`src/rtl/lsu_wb_if.sv`:
```
// lsu_wb_if: decode request, memory bus and writeback signals of lsu_wb.
// misalign_err exists only when LSU_MISALIGN_TRAP_EN is defined.
interface lsu_wb_if;
  logic        req_valid, req_ready, req_is_load, req_is_store;
  logic [2:0]  funct3;
  logic [31:0] base_addr, offset, store_data;
  logic [4:0]  rd;
  logic        mem_req, mem_we, mem_gnt, mem_rvalid;
  logic [31:0] mem_addr, mem_wdata, mem_rdata;
  logic [3:0]  mem_wstrb;
  logic        wb_valid;
  logic [4:0]  wb_rd;
  logic [31:0] wb_data;
  logic        store_done, bus_err, busy;
`ifdef LSU_MISALIGN_TRAP_EN
  logic        misalign_err;
`endif
  modport master (
    input  req_valid, req_is_load, req_is_store, funct3, base_addr, offset, store_data, rd,
    input  mem_gnt, mem_rvalid, mem_rdata,
    output req_ready, mem_req, mem_we, mem_addr, mem_wdata, mem_wstrb,
    output wb_valid, wb_rd, wb_data, store_done, bus_err, busy
`ifdef LSU_MISALIGN_TRAP_EN
    , output misalign_err
`endif
  );
  modport slave (
    output req_valid, req_is_load, req_is_store, funct3, base_addr, offset, store_data, rd,
    output mem_gnt, mem_rvalid, mem_rdata,
    input  req_ready, mem_req, mem_we, mem_addr, mem_wdata, mem_wstrb,
    input  wb_valid, wb_rd, wb_data, store_done, bus_err, busy
`ifdef LSU_MISALIGN_TRAP_EN
    , input misalign_err
`endif
  );
endinterface

```
`src/rtl/lsu_wb.sv`:
```
// lsu_wb: single-outstanding RV32I load/store unit over a req/gnt/rvalid bus with a one-cycle writeback.
// Define LSU_MISALIGN_TRAP_EN to trap misaligned accesses instead of forcing their low address bits.
module lsu_wb #(
  parameter int TIMEOUT_CYCLES = 16,
  parameter int ADDR_W = 32
) (
  input logic clk,
  input logic rst_n,
  lsu_wb_if.master bus
);
  typedef enum logic [1:0] {IDLE, REQ, WAIT_R, WB} state_t;
  localparam int CW = $clog2(TIMEOUT_CYCLES + 2);
  state_t state;
  logic [ADDR_W-1:0] addr, sum, eff;
  logic [2:0] f3;
  logic [4:0] rd;
  logic [CW-1:0] cnt;
  logic go, legal, trap, to;
  logic [1:0] sz;
  logic [3:0] strb;
  logic [31:0] wdata, ld;
  logic [7:0] lb;
  logic [15:0] lh;
  assign go = bus.req_valid && state == IDLE && (bus.req_is_load ^ bus.req_is_store);
  assign sz = bus.funct3[1:0];
  assign sum = ADDR_W'(bus.base_addr + bus.offset);
  assign legal = bus.req_is_load ? !(bus.funct3 inside {3'b011, 3'b110, 3'b111}) : bus.funct3 < 3'd3;
`ifdef LSU_MISALIGN_TRAP_EN
  logic mis;
  assign mis = (sz == 2'b01 && sum[0]) || (sz == 2'b10 && sum[1:0] != 2'b00);
  assign trap = !legal || mis;
  assign eff = sum;
`else
  assign trap = !legal;
  assign eff = sz == 2'b01 ? {sum[ADDR_W-1:1], 1'b0} : sz == 2'b10 ? {sum[ADDR_W-1:2], 2'b00} : sum;
`endif
  assign strb = sz == 2'b00 ? 4'b0001 << eff[1:0] : sz == 2'b01 ? (eff[1] ? 4'b1100 : 4'b0011) : 4'b1111;
  assign wdata = sz == 2'b00 ? {4{bus.store_data[7:0]}} : sz == 2'b01 ? {2{bus.store_data[15:0]}} : bus.store_data;
  assign lb = bus.mem_rdata[{addr[1:0], 3'b000} +: 8];
  assign lh = bus.mem_rdata[{addr[1], 4'b0000} +: 16];
  assign ld = f3[1:0] == 2'b00 ? {{24{lb[7] & ~f3[2]}}, lb} :
              f3[1:0] == 2'b01 ? {{16{lh[15] & ~f3[2]}}, lh} : bus.mem_rdata;
  // cnt is cleared on entry to REQ/WAIT_R, so it counts cycles spent in the current wait state
  assign to = TIMEOUT_CYCLES != 0 && int'(cnt) == TIMEOUT_CYCLES - 1;
  assign bus.mem_addr = 32'({addr[ADDR_W-1:2], 2'b00});
  assign bus.req_ready = state == IDLE;
  assign bus.busy = state != IDLE;
  assign bus.store_done = state == REQ && bus.mem_we && bus.mem_gnt;
  always_ff @(posedge clk or negedge rst_n)
    if (!rst_n) begin
      state <= IDLE;
      addr <= '0;
      f3 <= '0;
      rd <= '0;
      cnt <= '0;
      bus.mem_req <= 1'b0;
      bus.mem_we <= 1'b0;
      bus.mem_wdata <= '0;
      bus.mem_wstrb <= '0;
      bus.wb_valid <= 1'b0;
      bus.wb_rd <= '0;
      bus.wb_data <= '0;
      bus.bus_err <= 1'b0;
`ifdef LSU_MISALIGN_TRAP_EN
      bus.misalign_err <= 1'b0;
`endif
    end else begin
      bus.bus_err <= 1'b0;
      bus.wb_valid <= 1'b0;
`ifdef LSU_MISALIGN_TRAP_EN
      bus.misalign_err <= 1'b0;
`endif
      cnt <= cnt + 1'b1;
      case (state)
        IDLE: if (go) begin
          if (trap) begin
            bus.bus_err <= 1'b1;
`ifdef LSU_MISALIGN_TRAP_EN
            bus.misalign_err <= legal && mis;
`endif
          end else begin
            state <= REQ;
            cnt <= '0;
            addr <= eff;
            f3 <= bus.funct3;
            rd <= bus.rd;
            bus.mem_req <= 1'b1;
            bus.mem_we <= bus.req_is_store;
            bus.mem_wstrb <= bus.req_is_store ? strb : 4'b0000;
            bus.mem_wdata <= wdata;
          end
        end
        REQ: if (bus.mem_gnt) begin
          bus.mem_req <= 1'b0;
          state <= bus.mem_we ? IDLE : WAIT_R;
          cnt <= '0;
        end else if (to) begin
          bus.mem_req <= 1'b0;
          bus.bus_err <= 1'b1;
          state <= IDLE;
        end
        WAIT_R: if (bus.mem_rvalid) begin
          state <= WB;
          bus.wb_valid <= rd != 5'd0;
          bus.wb_rd <= rd;
          bus.wb_data <= ld;
        end else if (to) begin
          bus.bus_err <= 1'b1;
          state <= IDLE;
        end
        default: state <= IDLE;
      endcase
    end
endmodule
```
`src/flat_wrapper.sv`:
```
// flat-port wrapper written by rule: the top's interface ports become plain ports
module lsu_wb_flat 
#(
  parameter int TIMEOUT_CYCLES = 16,
  parameter int ADDR_W = 32
)
  (clk, rst_n, bus_req_valid, bus_req_is_load, bus_req_is_store, bus_funct3, bus_base_addr, bus_offset, bus_store_data, bus_rd, bus_mem_gnt, bus_mem_rvalid, bus_mem_rdata, bus_req_ready, bus_mem_req, bus_mem_we, bus_mem_addr, bus_mem_wdata, bus_mem_wstrb, bus_wb_valid, bus_wb_rd, bus_wb_data, bus_store_done, bus_bus_err, bus_busy);
  lsu_wb_if bus_i ();
  input logic clk;
  input logic rst_n;
  input wire logic [$bits(bus_i.req_valid)-1:0] bus_req_valid;
  input wire logic [$bits(bus_i.req_is_load)-1:0] bus_req_is_load;
  input wire logic [$bits(bus_i.req_is_store)-1:0] bus_req_is_store;
  input wire logic [$bits(bus_i.funct3)-1:0] bus_funct3;
  input wire logic [$bits(bus_i.base_addr)-1:0] bus_base_addr;
  input wire logic [$bits(bus_i.offset)-1:0] bus_offset;
  input wire logic [$bits(bus_i.store_data)-1:0] bus_store_data;
  input wire logic [$bits(bus_i.rd)-1:0] bus_rd;
  input wire logic [$bits(bus_i.mem_gnt)-1:0] bus_mem_gnt;
  input wire logic [$bits(bus_i.mem_rvalid)-1:0] bus_mem_rvalid;
  input wire logic [$bits(bus_i.mem_rdata)-1:0] bus_mem_rdata;
  output wire logic [$bits(bus_i.req_ready)-1:0] bus_req_ready;
  output wire logic [$bits(bus_i.mem_req)-1:0] bus_mem_req;
  output wire logic [$bits(bus_i.mem_we)-1:0] bus_mem_we;
  output wire logic [$bits(bus_i.mem_addr)-1:0] bus_mem_addr;
  output wire logic [$bits(bus_i.mem_wdata)-1:0] bus_mem_wdata;
  output wire logic [$bits(bus_i.mem_wstrb)-1:0] bus_mem_wstrb;
  output wire logic [$bits(bus_i.wb_valid)-1:0] bus_wb_valid;
  output wire logic [$bits(bus_i.wb_rd)-1:0] bus_wb_rd;
  output wire logic [$bits(bus_i.wb_data)-1:0] bus_wb_data;
  output wire logic [$bits(bus_i.store_done)-1:0] bus_store_done;
  output wire logic [$bits(bus_i.bus_err)-1:0] bus_bus_err;
  output wire logic [$bits(bus_i.busy)-1:0] bus_busy;
  assign bus_i.req_valid = bus_req_valid;
  assign bus_i.req_is_load = bus_req_is_load;
  assign bus_i.req_is_store = bus_req_is_store;
  assign bus_i.funct3 = bus_funct3;
  assign bus_i.base_addr = bus_base_addr;
  assign bus_i.offset = bus_offset;
  assign bus_i.store_data = bus_store_data;
  assign bus_i.rd = bus_rd;
  assign bus_i.mem_gnt = bus_mem_gnt;
  assign bus_i.mem_rvalid = bus_mem_rvalid;
  assign bus_i.mem_rdata = bus_mem_rdata;
  assign bus_req_ready = bus_i.req_ready;
  assign bus_mem_req = bus_i.mem_req;
  assign bus_mem_we = bus_i.mem_we;
  assign bus_mem_addr = bus_i.mem_addr;
  assign bus_mem_wdata = bus_i.mem_wdata;
  assign bus_mem_wstrb = bus_i.mem_wstrb;
  assign bus_wb_valid = bus_i.wb_valid;
  assign bus_wb_rd = bus_i.wb_rd;
  assign bus_wb_data = bus_i.wb_data;
  assign bus_store_done = bus_i.store_done;
  assign bus_bus_err = bus_i.bus_err;
  assign bus_busy = bus_i.busy;
  lsu_wb #(.TIMEOUT_CYCLES(TIMEOUT_CYCLES), .ADDR_W(ADDR_W)) u_core (.clk(clk), .rst_n(rst_n), .bus(bus_i));
endmodule
```
`config.mk`:
```
export PLATFORM = sky130hd
export DESIGN_NAME = lsu_wb_flat
export DESIGN_NICKNAME = d
export VERILOG_FILES = /design/src/rtl/lsu_wb_if.sv /design/src/rtl/lsu_wb.sv /design/src/flat_wrapper.sv
export SDC_FILE = /design/constraint.sdc
export NUM_CORES = 1
export LEC_CHECK = 0
export ABC_AREA = 1
export BUFFER_PORTS_ARGS = -buffer_cell sky130_fd_sc_hd__buf_4
export CORE_UTILIZATION = 50
export DETAILED_ROUTE_END_ITERATION = 8
export PLACE_DENSITY_LB_ADDON = 0.25
export SYNTH_ARGS = -nofsm -noshare
export SYNTH_HDL_FRONTEND = slang
export SYNTH_SLANG_ARGS = --single-unit
```
`constraint.sdc`:
```
create_clock -name clk -period 2.2 [get_ports clk]
set_input_delay 0.22 -clock clk [delete_from_list [all_inputs] [get_ports clk]]
set_output_delay 0.22 -clock clk [all_outputs]
set_load 0.03 [all_outputs]
```
Word level (Yosys, flattened, before mapping)
Cells that the tools add are included.
W data, S select, Z words.
- flip-flop bits (word level): 124
- input bits: 143
- output and inout bits: 112
- add/sub/neg operators: 2
- order comparisons: 1
- eq/ne operators: 12
- shifts and indexed selects: 3
- mux-type cells: 35
- bitwise logic cells: 4
- reduce and logical (&&, ||, !) cells: 16
- operators by type and width (cell ; number):
    $mux W32 ; 4
    $add A32 B32 Y32 ; 1
    $shiftx A32 B6 Y16 ; 1
    $shiftx A32 B6 Y8 ; 1
    $mux W2 ; 8
    $mux W4 ; 4
    $mux W5 ; 3
    $mux W1 ; 12
    $pmux W5 S2 ; 1
    $eq A2 B1 Y1 const B ; 3
    $eq A3 B3 Y1 const B ; 2
    $logic_not A2 Y1 ; 3
    $pmux W2 S3 ; 1
    $add A5 B1 Y5 const B ; 1
    $eq A5 B5 Y1 const B ; 1
    $reduce_bool A5 Y1 ; 1
    $eq A2 B2 Y1 const B ; 2
    $logic_and A1 B1 Y1 ; 4
    $ne A2 B1 Y1 const B ; 2
    $reduce_and A2 Y1 ; 2
    $reduce_and A4 Y1 ; 1
    $reduce_bool A2 Y1 ; 2
    $shl A1 B2 Y4 const A ; 1
    $eq A3 B2 Y1 const B ; 1
    10 further kinds ; 11

Depth between registers and ports, before layout
- depth after elaboration: 7
- gate-level depth with buffers: 13

Worst setup path before layout
No wires, ideal clock.
- kind: in2reg
- from: input port bus_offset[0]
- to: register u_core.addr[28]
- setup time: 117 ps
- arrival time: 1548 ps
- data required time: 2083 ps
- setup slack: 535 ps
- stages on the path: 13
- path buffers: 0
- cell sequence: ha_1 -> inv_1 -> fa_1 -> inv_1 -> nand3_1 -> nand3_1 -> nand3_1 -> nand3_1 -> nand2_1 -> nand2_1 -> nand2_1 -> nand3_1 -> nand2_1
- word-level cells in the longest chain between the ends: 1
- RTL lines (item ; RTL line ; RTL):
    start: declaration ; flat_wrapper.sv:16 ; input wire logic [$bits(bus_i.offset)-1:0] bus_offset;
    $add A32 B32 Y32 ; lsu_wb.sv:26 ; assign sum = ADDR_W'(bus.base_addr + bus.offset);
    end signal: assignment ; lsu_wb.sv:52 ; addr <= '0;
    end signal: assignment ; lsu_wb.sv:84 ; addr <= eff;
    end: declaration ; lsu_wb.sv:14 ; logic [ADDR_W-1:0] addr, sum, eff;
Every way passes these cells.
A chain may end at the register's enable or synchronous reset.

Final worst setup path
- from: register u_core.state[0]
- to: register u_core.bus.mem_wstrb[2]
- word-level cells in the longest chain between the ends: 4
- RTL lines (item ; RTL line ; RTL):
    start: declaration ; lsu_wb.sv:13 ; state_t state;
    start signal: assignment ; lsu_wb.sv:95 ; state <= bus.mem_we ? IDLE : WAIT_R;
    $logic_not A2 Y1 (*) ; lsu_wb.sv:24, lsu_wb.sv:74 ;
    $logic_and A1 B1 Y1 (2 in series) ; lsu_wb.sv:24 ; assign go = bus.req_valid && state == IDLE && (bus.req_is_load ^ bus.req_is_store);
    $reduce_and A3 Y1 (no source line) (*) ; - ;
    end signal: assignment ; lsu_wb.sv:89 ; bus.mem_wstrb <= bus.req_is_store ? strb : 4'b0000;
    end: declaration ; lsu_wb_if.sv:21 ; output req_ready, mem_req, mem_we, mem_addr, mem_wdata, mem_wstrb,
Mark *: on every way between the ends. The rest lies on a longest branch, timed or not.

==> flow_summary.html <==
<table>
<tr><th>Metric</th><th>Value</th></tr>
<tr><th colspan="2">Setup path</th></tr>
<tr><td>Highest fanout seen on the critical path</td><td>95</td></tr>
<tr><td>Critical path capture point type</td><td>register</td></tr>
<tr><td>Data arrival time at the worst-slack endpoint</td><td>2.22 ns</td></tr>
<tr><td>Worst r2r src</td><td>u_core.state[0]$_DFFE_PN0P_</td></tr>
<tr><td>Worst R2R Path Depth</td><td>8</td></tr>
<tr><td>Critical path launch point</td><td>u_core.state[0]$_DFFE_PN0P_</td></tr>
<tr><td>Critical Path Source Type</td><td>register</td></tr>
<tr><td>Critical path capture point</td><td>u_core.bus.mem_wstrb[2]$_DFFE_PN0P_</td></tr>
<tr><td>Terminus of the critical flop-to-flop path</td><td>u_core.bus.mem_wstrb[2]$_DFFE_PN0P_</td></tr>
<tr><td>Worst Path Required</td><td>2.56 ns</td></tr>
<tr><td>Crit-path most repeated cell</td><td>nand2_1</td></tr>
<tr><td>Type of the worst setup path</td><td>reg2reg</td></tr>
<tr><td>Delay contributed by the slowest stage of the critical path</td><td>between 0.4 and 0.5 ns</td></tr>
<tr><td>Slowest cell on the critical path</td><td>dfrtp_1</td></tr>
<tr><td>Crit path cell chain</td><td>nor2_2 &gt; nand3_1 &gt; nor2_4 &gt; buf_12 &gt; nand2_1 &gt; a21oi_1 &gt; o21ai_1 &gt; nand2_1</td></tr>
<tr><td>Register-to-Register Setup Slack</td><td>0.34 ns</td></tr>
<tr><th colspan="2">Drt</th></tr>
<tr><td>Wire per inst</td><td>14.6 um</td></tr>
<tr><td>Drc violations</td><td>0</td></tr>
<tr><td>Remaining antenna violation count after routing</td><td>0</td></tr>
<tr><td>Violation count after the first detailed-route iteration</td><td>601</td></tr>
<tr><td>DR vias</td><td>8560</td></tr>
<tr><td>Final routed wirelength across all metal layers</td><td>24.2 mm</td></tr>
<tr><td>Avg Vias per Cell</td><td>just over 5</td></tr>
<tr><td>Total iterations of the first detailed-routing run</td><td>5</td></tr>
<tr><th colspan="2">Power</th></tr>
<tr><td>Relative contribution of the clock network to total power</td><td>21.8%</td></tr>
<tr><td>Switching portion of total power</td><td>between 40 and 50%</td></tr>
<tr><td>Internal power of the cells</td><td>7830 uW</td></tr>
<tr><td>Share of total power in sequential cells</td><td>29.5%</td></tr>
<tr><td>Share of power burned in combinational logic</td><td>48.6%</td></tr>
<tr><td>Largest voltage drop on the vdd net</td><td>0.802 mV</td></tr>
<tr><td>Leakage power of the design</td><td>0.00597 uW</td></tr>
<tr><td>Power per cell area</td><td>1290 mW/mm2</td></tr>
<tr><td>Net Switching</td><td>6070 uW</td></tr>
<tr><td>Total power draw</td><td>about 14000 uW</td></tr>
<tr><th colspan="2">Synth</th></tr>
<tr><td>Sequential cell area fraction in the yosys report</td><td>between 30% and 40%</td></tr>
<tr><td>Mapped Area</td><td>0.00820 mm2</td></tr>
<tr><td>Synthesized netlist cell count</td><td>1206</td></tr>
<tr><td>Count of synthesis-stage warnings from yosys</td><td>0</td></tr>
<tr><td>Mean Syn Cell Area</td><td>6.80 um2</td></tr>
<tr><td>Synth unique cells</td><td>38</td></tr>
<tr><td>Count of state elements after synthesis</td><td>~120</td></tr>
<tr><th colspan="2">Timing</th></tr>
<tr><td>Clock tree skew after final layout</td><td>between 0.004 and 0.005 ns</td></tr>
<tr><td>Max-slew violations</td><td>0</td></tr>
<tr><td>Tcrit/Tclk final</td><td>84.6%</td></tr>
<tr><td>Min cycle time layout</td><td>~1.9 ns</td></tr>
<tr><td>FMAX</td><td>~540 MHz</td></tr>
<tr><td>Setup violation total in the final timing report</td><td>0</td></tr>
<tr><td>Setup TNS after final layout</td><td>0 ns</td></tr>
<tr><td>Hold Vio Cnt, Final</td><td>0</td></tr>
<tr><td>Setup repair after global routing missed its margin</td><td>false</td></tr>
<tr><td>Setup slack after layout</td><td>0.339 ns</td></tr>
<tr><th colspan="2">Floorplanning</th></tr>
<tr><td>Area of the core region</td><td>0.0159 mm2</td></tr>
<tr><td>I/O pin cnt</td><td>255</td></tr>
<tr><td>Std cell rows</td><td>46</td></tr>
<tr><td>Die span in x</td><td>130 um</td></tr>
<tr><td>Chip height</td><td>130 um</td></tr>
<tr><td>Effective utilization at floorplan</td><td>51.5%</td></tr>
<tr><td>Die Outline Area</td><td>about 0.017 mm2</td></tr>
<tr><th colspan="2">GRT</th></tr>
<tr><td>Maximum number of pins on one net before global-route repair</td><td>96</td></tr>
<tr><td>Global-route usage over all layers</td><td>just under 30%</td></tr>
<tr><td>Gr ovfl total</td><td>0</td></tr>
<tr><td>Global-route wire length before repair</td><td>around 38 mm</td></tr>
<tr><td>Vias in the first global route</td><td>7852</td></tr>
<tr><td>Antenna violations before repair</td><td>0</td></tr>
<tr><th colspan="2">Placement</th></tr>
<tr><td>I/O Buffers</td><td>252</td></tr>
<tr><td>Detailed placement HPWL</td><td>18.1 mm</td></tr>
<tr><td>Placer's final routability congestion estimate</td><td>0.965</td></tr>
<tr><td>Pre-CTS setup slack</td><td>0.220 ns</td></tr>
<tr><th colspan="2">CTS</th></tr>
<tr><td>Max Buffers Root-to-Sink</td><td>2</td></tr>
<tr><td>Deepest level of the CTS H-tree</td><td>4</td></tr>
<tr><td>Number of buffers created by CTS</td><td>17</td></tr>
<tr><td>Post CTS Setup Buffer Count</td><td>0</td></tr>
<tr><td>Buffer type at the clock tree root</td><td>clkbuf_16</td></tr>
<tr><td>CTS tree</td><td>done</td></tr>
<tr><td>Clock Latency Late Sink</td><td>0.42 ns</td></tr>
<tr><td>Clock slew at the register clock pins of the worst setup and hold paths</td><td>roughly 0.06 ns</td></tr>
<tr><td>Number of cells upsized or downsized after cts</td><td>0</td></tr>
<tr><td>Number of clock sinks</td><td>124</td></tr>
<tr><th colspan="2">Run</th></tr>
<tr><td>Max Cap Violations</td><td>0</td></tr>
<tr><th colspan="2">Final layout</th></tr>
<tr><td>Commonest cells after routing, fill and taps aside</td><td>nand2_1 (449), buf_4 (266), inv_1 (155)</td></tr>
<tr><td>Fraction of layout instances using a drive strength above 1</td><td>a little over a fifth</td></tr>
<tr><td>Most frequent standard cell in the layout excluding fill and tap cells</td><td>nand2_1</td></tr>
<tr><td>Fillers</td><td>between 1000 and 1500</td></tr>
<tr><td>Synthesis-to-finish area growth</td><td>31.2%</td></tr>
<tr><td>Number of antenna diodes</td><td>0</td></tr>
<tr><td>Number of nets at the end of the flow</td><td>about 1600</td></tr>
<tr><th colspan="2">Hold path</th></tr>
<tr><td>Launch point of the worst hold path</td><td>bus_rd[0]</td></tr>
<tr><td>Path class of the lowest-slack min-delay path</td><td>in2reg</td></tr>
<tr><th colspan="2">Run status</th></tr>
<tr><td>Result of the run</td><td>finished, final reports clean</td></tr>
</table>
==> state kept, by name, summed over array words and instances (netlist names) <==
register / count
u_core.bus.mem_wstrb: 4
u_core.bus.mem_we: 1
u_core.addr: 32
u_core.f3: 3
u_core.cnt: 5
u_core.rd: 5
u_core.state: 2
u_core.bus.wb_data: 32
u_core.bus.bus_err: 1
u_core.bus.wb_valid: 1
u_core.bus.mem_wdata: 32
u_core.bus.mem_req: 1
u_core.bus.wb_rd: 5
==> cells in the mapped netlist <==
master	instances	area, um2
a21boi_2	1	11.3
a41oi_1	8	70.1
fa_1	1	20.0
nor2_1	78	293
inv_2	3	11.3
clkinv_1	2	7.51
a31oi_1	10	62.6
clkbuf_2	1	5.00
o21bai_1	3	22.5
a2bb2oi_1	8	70.1
inv_1	155	582
nor3b_1	1	7.51
or2_2	1	6.26
o221ai_1	1	8.76
nor2_4	3	33.8
o21ai_1	7	35.0
nor2_2	2	12.5
o31ai_1	1	7.51
nand2_1	449	1690
o21ai_0	94	470
nand3b_1	4	30.0
nor3_1	4	20.0
conb_1	1	3.75
nand3_1	76	380
xor2_1	3	26.3
dfrtp_1	124	3100
xnor2_1	11	96.3
o211ai_1	9	67.6
ha_1	33	413
clkbuf_1	14	52.6
buf_2	19	95.1
o22ai_1	1	6.26
nand4_1	4	25.0
a21o_1	1	7.51
a21oi_1	36	180
o21a_1	2	15.0
buf_1	1	3.75
buf_4	34	255
==> per-stage QoR <==
step / cells / util, % / hold WS (ns) / instance area [um2]
after detailed placement: 1622 / 63.4 / 0.204 / 10100
after global routing: 1656 / 67.5 / 0.0151 / 10800
after global placement: 1622 / 63.4 / 0.198 / 10100
final: 1656 / 67.5 / 0.0114 / 10800
after CTS: 1656 / 67.5 / 0.00873 / 10800
after floorplan: 1207 / - / -0.0756 / 8210
==> power groups by stage <==
stage	clock network, uW	logic [uW]	registers [uW]
5_1_grt	3160	7360	4220
6_report	3030	6760	4110
4_1_cts	3050	6770	4100
3_3_place_gp	0	6630	4100
2_1_floorplan	0	3380	5240
3_5_place_dp	0	6740	4100
==> how the worst min path moves through the flow <==
stage / to / slack [ns] / cells past startpoint
2_1_floorplan: u_core.addr[0]$_DFFE_PN0P_ / -0.08 / 0
3_3_place_gp: u_core.bus.mem_wdata[8]$_DFFE_PN0P_ / 0.20 / 1
3_5_place_dp: u_core.bus.mem_wdata[8]$_DFFE_PN0P_ / 0.20 / 1
4_1_cts: u_core.rd[0]$_DFFE_PN0P_ / 0.009 / 3
5_1_grt: u_core.rd[0]$_DFFE_PN0P_ / 0.02 / 3
6_report: u_core.rd[0]$_DFFE_PN0P_ / 0.01 / 3
==> area by class of cell <==
type	instances	area, um2	area share [%]
tap	216	270	2.51
clock inverter	10	163	1.51
sequential	124	3100	28.8
multi-input combinational	854	4090	38.0
timing repair buffer	270	2060	19.1
clock buffer	22	474	4.41
inverter	160	601	5.58
==> critical path, delay by kind of cell, from the launching register on <==
| family | cells | cell delay (ns) |
|---|---|---|
| buffers and inverters | 1 | 0.32 |
| AOI/OAI and AO/OA | 2 | 0.27 |
| DFF | 1 | 0.41 |
| and+or+nand+nor | 5 | 0.80 |
==> routing by layer <==
metal / vias to the layer above / global-route usage, % / wire length, um
met5: - / 0 / 0
met4: 0 / 8.69 / 447
met3: 36 / 7.01 / 1860
met2: 346 / 47.2 / 11200
met1: 3936 / 38.5 / 10700
li1: 4242 / - / -
==> logic make-up (layout without fill, tap and decap cells) <==
kind of cell / after synthesis / in the layout / share of synthesized area [%]
other cells: 1 / 2 / 0.0457
xor+xnor: 14 / 14 / 1.49
simple gates: 622 / 622 / 30.4
compound gates: 182 / 182 / 12.6
fa+ha+maj: 34 / 34 / 5.28
flops: 124 / 124 / 37.8
buf+inv: 229 / 462 / 12.3
==> timing repair <==
| item | CTS | global route |
|---|---|---|
| setup endpoints to repair | 0 | 0 |
| endpoints found under the hold margin | 30 | 0 |
| hold buffers | 2 | 0 |
No activity file was read; power rests on OpenSTA's default activity.
